### config.mk
export PLATFORM = sky130hd
export DESIGN_NAME = alu_mul_sequencer
export DESIGN_NICKNAME = d
export VERILOG_FILES = /design/src/rtl/alu_mul_sequencer.sv
export SDC_FILE = /design/constraint.sdc
export NUM_CORES = 1
export LEC_CHECK = 0
export ABC_AREA = 1
export BUFFER_PORTS_ARGS = -buffer_cell sky130_fd_sc_hd__buf_2
export CORE_MARGIN = 2
export CORE_UTILIZATION = 55
export CTS_CLUSTER_DIAMETER = 80
export DETAILED_ROUTE_END_ITERATION = 8
export PLACE_DENSITY = 0.87
export SYNTH_ARGS = -nofsm -noshare
export SYNTH_HDL_FRONTEND = slang
export SYNTH_SLANG_ARGS = --single-unit
### constraint.sdc
create_clock -name clk -period 3.4 [get_ports clk]
set_input_delay 0.17 -clock clk [delete_from_list [all_inputs] [get_ports clk]]
set_output_delay 0.17 -clock clk [all_outputs]
set_load 0.03 [all_outputs]
### src/rtl/alu_mul_sequencer.sv
// Shift-and-add 32-bit unsigned multiplier sequencer driving a shared
// single-cycle ALU. Returns the low N bits of a*b and an exact overflow flag.

package alu_mul_pkg;
    typedef enum logic [3:0] {
        ALU_ADD = 4'h0,
        ALU_SLL = 4'h1
    } alu_control_t;
endpackage

module alu_mul_sequencer
    import alu_mul_pkg::*;
#(
    parameter int N = 32
) (
    input  logic         clk,
    input  logic         rst_n,
    input  logic         in_valid,
    output logic         in_ready,
    input  logic [N-1:0] a,
    input  logic [N-1:0] b,
    output logic         out_valid,
    input  logic         out_ready,
    output logic [N-1:0] product,
    output logic         ovf,
    output logic         busy,
    output logic [N-1:0] alu_a,
    output logic [N-1:0] alu_b,
    output alu_control_t alu_control,
    input  logic [N-1:0] alu_result
);

    typedef enum logic [1:0] {
        S_IDLE,
        S_ADD,
        S_SHIFT,
        S_DONE
    } state_t;

    state_t       state, state_nxt;
    logic [N-1:0] acc, acc_nxt;
    logic [N-1:0] mcand, mcand_nxt;
    logic [N-1:0] mplier, mplier_nxt;
    logic         ovf_r, ovf_nxt;

    // State and datapath registers; reset clears everything asynchronously
    always_ff @(posedge clk or negedge rst_n) begin
        if (!rst_n) begin
            state  <= S_IDLE;
            acc    <= '0;
            mcand  <= '0;
            mplier <= '0;
            ovf_r  <= 1'b0;
        end else begin
            state  <= state_nxt;
            acc    <= acc_nxt;
            mcand  <= mcand_nxt;
            mplier <= mplier_nxt;
            ovf_r  <= ovf_nxt;
        end
    end

    // Next-state, register updates and ALU drive (ALU drive never uses alu_result)
    always_comb begin
        state_nxt   = state;
        acc_nxt     = acc;
        mcand_nxt   = mcand;
        mplier_nxt  = mplier;
        ovf_nxt     = ovf_r;
        alu_a       = '0;
        alu_b       = '0;
        alu_control = ALU_ADD;

        unique case (state)
            S_IDLE: begin
                if (in_valid) begin
                    acc_nxt    = '0;
                    mcand_nxt  = a;
                    mplier_nxt = b;
                    ovf_nxt    = 1'b0;
                    state_nxt  = S_ADD;
                end
            end
            S_ADD: begin
                alu_a = acc;
                alu_b = mcand;
                if (mplier == '0) begin
                    state_nxt = S_DONE;
                end else begin
                    if (mplier[0]) begin
                        acc_nxt = alu_result;
                        // Wrapped sum means a carry out of bit N-1
                        if (alu_result < acc) begin
                            ovf_nxt = 1'b1;
                        end
                    end
                    state_nxt = S_SHIFT;
                end
            end
            S_SHIFT: begin
                alu_a       = mcand;
                alu_b       = {{(N-1){1'b0}}, 1'b1};
                alu_control = ALU_SLL;
                mcand_nxt   = alu_result;
                mplier_nxt  = mplier >> 1;
                // A bit shifted out of mcand matters only if a later multiplier bit would add it
                if (mcand[N-1] && ((mplier >> 1) != '0)) begin
                    ovf_nxt = 1'b1;
                end
                state_nxt = S_ADD;
            end
            S_DONE: begin
                if (out_ready) begin
                    state_nxt = S_IDLE;
                end
            end
            default: state_nxt = S_IDLE;
        endcase
    end

    assign in_ready  = (state == S_IDLE);
    assign out_valid = (state == S_DONE);
    assign busy      = (state != S_IDLE);
    assign product   = acc;
    assign ovf       = ovf_r;

endmodule

==> results.toml, run 1 <==
[clock_network]
numCtsBuffers = 9
htreeDepth = 3
clk_pin_slew_worst_paths_ns = 0.09
clockBufferDepth = 2
cts_setup_buffers = 0
cts-root-buf = "clkbuf_8"
cts_tree = "yes"
clk_latency_ns = 0.37
clock-sinks = 99

[synthesis]
ys_seq_area_share_pct = 42.49
synth-compound-area-share_pct = 17.60
ys_types = 30
syn_avg_cell_area_um2 = 7.837
yosysWarningCount = 0
yosys.area_share.simple_pct = 21.09
synthAdderAreaFrac_pct = 7.511
synth.ff_latch_count = 99
synth_mux_area_share_pct = 0
synth_area_leaders = "dfrtp_1 (42%), nand2_1 (10%), ha_1 (7.5%)"
yosys.area.top_type = "dfrtp_1"
synth_xor_area_share_pct = 0
syn_inst = 744
syn_area_mm2 = 0.005831
synth_top_cell_area_share_pct = 42.49
synth_top_family_by_area = "simple AND/OR/NAND/NOR gates"

[floorplanning]
die_h_um = 107.0
coreArea_mm2 = 0.01032
die_w_um = 107.0
std_cell_rows = 37
pin_count = 204
dieArea_mm2 = 0.01144
initial_utilization_pct = 56.48

[setup_path]
worstPathArrival_ns = 2.48
crit_path_end_kind = "output pin"
startpoint_type = "flip-flop"
crit_type = "reg -> out"
cp_data_required_time_ns = 3.23
path_max_fanout = 18
cp_cell_sequence = "inv_1, ha_2, nand2_1, buf_4, o22ai_1, buf_2"
cpMaxStageDelayCell = "nand2_1"
max_stage_delay_ns = 0.43

[placement]
place_hpwl_um = 11980
dp.cells = 1044
place_congestion = 0.8721
port_buffers = 200

[cells_and_area]
final_cells = 1061
n_antenna_cell = 0
multi_input_area_mm2 = 0.002710
num-fill-cells = 933
utilization_pct = 67.83
final_nets = 1055
regArea_mm2 = 0.002477
layout_commonest_cell = "buf_2"
drive_above_1_share_pct = 26.49
mostFrequentLayoutCells = "buf_2 (199), nand2_1 (157), dfrtp_1 (99), nor2_1 (96), inv_1 (87)"
syn_to_final_growth_pct = 20.11

[sta]
rsz0062_at_grt = "false"
setup_viol = 0
relSlewSlack_pct = 21.49
finalCritPeriodShare_pct = 77.94
slew_viol_final = 0
fin_worst_skew_ns = 0.007863
worstMarginPinSlew_ns = 1.176
fmax_mhz = 377.4
period_minus_slack_ns = 2.650
final_hold_viol_count = 0
finalSetupTns_ns = 0
hold_slack_ns = 0.03688

[power]
max-vdd-ir-drop_mv = 0.5741
p_comb_share_pct = 63.3
clock_power_share_pct = 9.9
p_leak_nw = 3.741
power_density_mw_per_mm2 = 1121
p_sw_mw = 4.262
pwr-share-seq_pct = 26.8
power.internal_mw = 3.590
p_sw_share_pct = 54.28

[drt]
met3WireLength_um = 1127
wl_met2_um = 8043
drtPass1Iterations = 5
top_layer_used = "met5"
vias = 5824
wl_per_cell_um = 15.53
wl_um = 16480
vias_per_cell = 5.489
wl_met1_um = 7053
drc = 0
first_iter_violations = 351
antenna_left = 0

[grt]
overflow = 0
grt_pass1_wl_um = 25890
grt_pass1_vias = 5283
grt_start_max_net_pins = 60
antenna_found_initial = 1
grt_usage_pct = 28.80

[run]
maxCapViolCount = 0

[outcome]
outcome = "finished clean"

[worst_hold_path]
min_path_type = "in -> reg"
cell families (layout without fill, tap and decap cells):
| family | after synthesis | after routing |
|---|---|---|
| other | 1 | 3 |
| buffers and inverters | 139 | 318 |
| AO/OA/AOI/OAI | 164 | 164 |
| adder cells (fa/ha/maj) | 35 | 35 |
| AND/OR/NAND/NOR | 306 | 306 |
| flip-flops | 99 | 99 |
critical path, delay by kind of cell (launching register included):
kind	cells	cell delay [ns]
AO/OA/AOI/OAI	1	0.19
adder cells (fa/ha/maj)	1	0.35
buffers and inverters	3	0.70
flip-flops	1	0.42
AND/OR/NAND/NOR	1	0.43
layer usage:
metal,up-vias,global-route usage [%]
li1,2809,-
met5,-,0
met1,2729,38.72
met3,25,3.951
met4,2,8.998
met2,259,48.45
what timing repair did:
item / in CTS / in global routing
endpoints found under the hold margin: 44 / 0
hold buffers: 1 / 0
gates resized for setup: 0 / 0
synthesized netlist by cell type:
cell / count
nand2_1: 158
dfrtp_1: 99
nor2_1: 96
inv_1: 88
a31oi_1: 55
o21ai_0: 37
nand3_1: 36
ha_1: 35
o22ai_1: 32
clkbuf_1: 17
a21oi_1: 16
buf_6: 14
buf_2: 11
o211ai_2: 8
o21ai_1: 7
nor4_1: 6
nor3_1: 5
buf_1: 4
buf_4: 4
o21ai_2: 4
nand4_1: 3
a21oi_2: 1
a22oi_1: 1
conb_1: 1
inv_2: 1
o21a_1: 1
o21a_4: 1
o31ai_1: 1
or2_0: 1
or2_4: 1
stage by stage:
step	setup WS [ns]	area (um^2)	power [mW]
after detailed placement	0.9960	6798	7.069
after global routing	0.6524	7003	8.465
after global placement	1.082	6798	6.913
after CTS	0.7723	7003	7.838
after floorplan	1.294	5838	5.939
final	0.7500	7003	7.852
sequential cells by signal (all words and copies together), names as in the netlist:
register  count
mplier       32
mcand        32
product      32
ovf           1
state         2
layout make-up:
| type | instances | area share [%] |
|---|---|---|
| multi-input cells | 508 | 38.70 |
| flip-flops and latches | 99 | 35.38 |
| repair buffers | 213 | 15.94 |
| inverters | 89 | 4.770 |
| well taps | 136 | 2.430 |
| clock buffers | 12 | 2.073 |
| clock inverters | 4 | 0.7147 |
power groups by stage:
stage	registers [mW]	logic, mW	clock network (mW)
5_1_grt	2.17	5.46	0.832
2_1_floorplan	2.35	3.58	0
3_3_place_gp	2.09	4.82	0
3_5_place_dp	2.11	4.96	0
4_1_cts	2.10	4.97	0.777
6_report	2.10	4.97	0.777
final timing paths:
check,from,end,slack (ns),depth (start not counted)
max,state[0]$_DFFE_PN0P_,alu_a[2],0.75,6
min,b[5],mplier[5]$_DFFE_PN0P_,0.04,3
max reg2reg,state[0]$_DFFE_PN0P_,ovf$_DFFE_PN0P_,1.00,10
min reg2reg,ovf$_DFFE_PN0P_,ovf$_DFFE_PN0P_,0.48,2
max in group asynchronous,rst_n,mcand[8]$_DFFE_PN0P_,2.24,3
min in group asynchronous,rst_n,mcand[18]$_DFFE_PN0P_,0.35,2
No activity file was read; power rests on OpenSTA's default activity.
==> inputs of run 2 (changes only) <==
--- a/config.mk
+++ b/config.mk
@@ -8,10 +8,10 @@
 export ABC_AREA = 1
 export BUFFER_PORTS_ARGS = -buffer_cell sky130_fd_sc_hd__buf_2
 export CORE_MARGIN = 2
-export CORE_UTILIZATION = 55
+export CORE_UTILIZATION = 46
 export CTS_CLUSTER_DIAMETER = 80
 export DETAILED_ROUTE_END_ITERATION = 8
-export PLACE_DENSITY = 0.87
+export PLACE_DENSITY = 0.77
 export SYNTH_ARGS = -nofsm -noshare
 export SYNTH_HDL_FRONTEND = slang
 export SYNTH_SLANG_ARGS = --single-unit
==> constraint.sdc (replaced) <==
create_clock -name clk -period 2.3 [get_ports clk]
set_input_delay 0.115 -clock clk [delete_from_list [all_inputs] [get_ports clk]]
set_output_delay 0.115 -clock clk [all_outputs]
set_load 0.03 [all_outputs]
==> run 2 against run 1 <==
Via count shrank 1.8%; clock power grew 120%; highest routed layer is now met4; combinational power grew 53%; first-iteration DRC count grew 10%; largest power group unchanged; clock skew shrank 0.0032 ns; cell count grew 4.0%; largest cell class unchanged.
==> results.toml, run 2 (synthesis gave the netlist of run 1 again) <==
[outcome]
outcome = "finished clean"

[drt]
vias = 5717
drc = 0
wl_um = 16160
vias_per_cell = 5.183
wl_per_cell_um = 14.65
first_iter_violations = 387
antenna_left = 0
drtPass1Iterations = 5

[floorplanning]
die_w_um = 116.6
dieArea_mm2 = 0.01359
std_cell_rows = 41
pin_count = 204
initial_utilization_pct = 46.58
die_h_um = 116.6
coreArea_mm2 = 0.01252

[setup_path]
worstPathArrival_ns = 2.01
cp_data_required_time_ns = 2.18
startpoint_type = "flip-flop"
r2r_cells = 9
r2r_slack_ns = 0.32
crit_type = "reg -> out"
crit_path_end_kind = "output pin"
path_max_fanout = 11

[clock_network]
clk_pin_slew_worst_paths_ns = 0.07
clk_latency_ns = 0.35
clockBufferDepth = 2
clock-sinks = 99
htreeDepth = 3
cts-root-buf = "clkbuf_16"
cts_tree = "yes"
numCtsBuffers = 9

[power]
p_leak_nw = 3.876
pwr-share-seq_pct = 25.0
p_comb_share_pct = 61.1
max-vdd-ir-drop_mv = 0.7694
power_density_mw_per_mm2 = 1697
p_sw_mw = 6.342
power.internal_mw = 6.085
p_sw_share_pct = 51.03
clock_power_share_pct = 14.0

[sta]
final_hold_viol_count = 0
setup_viol = 0
finalCritPeriodShare_pct = 92.22
slew_viol_final = 0
period_minus_slack_ns = 2.121
relSlewSlack_pct = 63.79
rsz0062_at_grt = "false"
setup_slack_ns = 0.1790
fmax_mhz = 471.5
worstMarginPinSlew_ns = 0.5425
finalSetupTns_ns = 0
hold_slack_ns = 0.01003
fin_worst_skew_ns = 0.004628

[placement]
port_buffers = 200
dp.cells = 1086
place_congestion = 0.8798
post-place-ws_ns = 0.3469
place_hpwl_um = 11970

[grt]
antenna_found_initial = 0
grt_start_max_net_pins = 70
overflow = 0
grt_pass1_wl_um = 25540
grt_usage_pct = 23.99
grt_pass1_vias = 5260

[worst_hold_path]
worstHoldPathCells = 3
min_path_type = "in -> reg"

[cells_and_area]
syn_to_final_growth_pct = 25.60
layout_commonest_cell = "buf_2"
mostFrequentLayoutCells = "buf_2 (199), nand2_1 (156), dfrtp_1 (99), nor2_1 (96), inv_1 (87)"
utilization_pct = 58.51
final_cells = 1103
drive_above_1_share_pct = 27.28
n_antenna_cell = 0
final_nets = 1061

[run]
maxCapViolCount = 0
==> run 2: metal layers <==
metal  up-vias  share of wire (%)  global-route usage, %
met4         0                2.2                  9.647
met3        24                5.8                  3.581
met1      2651                 45                  31.97
li1       2829                  -                      -
met2       213                 47                  39.46
met5         -                  0                      0
==> run 2: critical path, cell delays in order (launching register included) <==
cell	delay, ns
dfrtp_1	0.40
inv_1	0.08
ha_1	0.35
nand2_2	0.19
buf_4	0.24
o22ai_1	0.17
buf_2	0.22
==> run 2: area by class of cell <==
class                   instances  area (um^2)
multi-input cells             508         2713
inverters                      89        334.1
clock buffers                  13        280.3
well taps                     172        215.2
fillers                      1218         5194
flip-flops and latches         99         2477
repair buffers                219         1236
clock inverters                 3        67.56
==> run 2: what timing repair did <==
action / in CTS / in global routing
hold buffers: 1 / 0
gates resized for setup: 0 / 1
endpoints found under the setup margin: 0 / 15
endpoints found under the hold margin: 30 / 0
buffers inserted: 0 / 0
==> run 2: power groups by stage <==
| stage | Clock (mW) | Sequential (mW) | Combinational (mW) |
|---|---|---|---|
| 3_3_place_gp | 0 | 3.10 | 7.46 |
| 6_report | 1.73 | 3.10 | 7.59 |
| 5_1_grt | 1.84 | 3.20 | 8.39 |
| 4_1_cts | 1.77 | 3.11 | 7.63 |
| 3_5_place_dp | 0 | 3.13 | 7.61 |
| 2_1_floorplan | 0 | 3.48 | 5.30 |
==> run 2: path summary, 6_finish.rpt <==
check                                     start                endpoint
setup / recovery           state[0]$_DFFE_PN0P_               alu_a[15]
hold / removal                             b[8]   mplier[8]$_DFFE_PN0P_
setup reg to reg           state[0]$_DFFE_PN0P_  product[0]$_DFFE_PN0P_
hold reg to reg                 ovf$_DFFE_PN0P_         ovf$_DFFE_PN0P_
max in group asynchronous                 rst_n  mplier[12]$_DFFE_PN0P_
min in group asynchronous                 rst_n   mcand[17]$_DFFE_PN0P_
==> run 2: metrics by stage <==
stage                     area, um^2  total power [mW]
final                           7323             12.43
after detailed placement        6963             10.74
after global routing            7323             13.44
after CTS                       7321             12.50
after floorplan                 5838             8.780
after global placement          6963             10.56
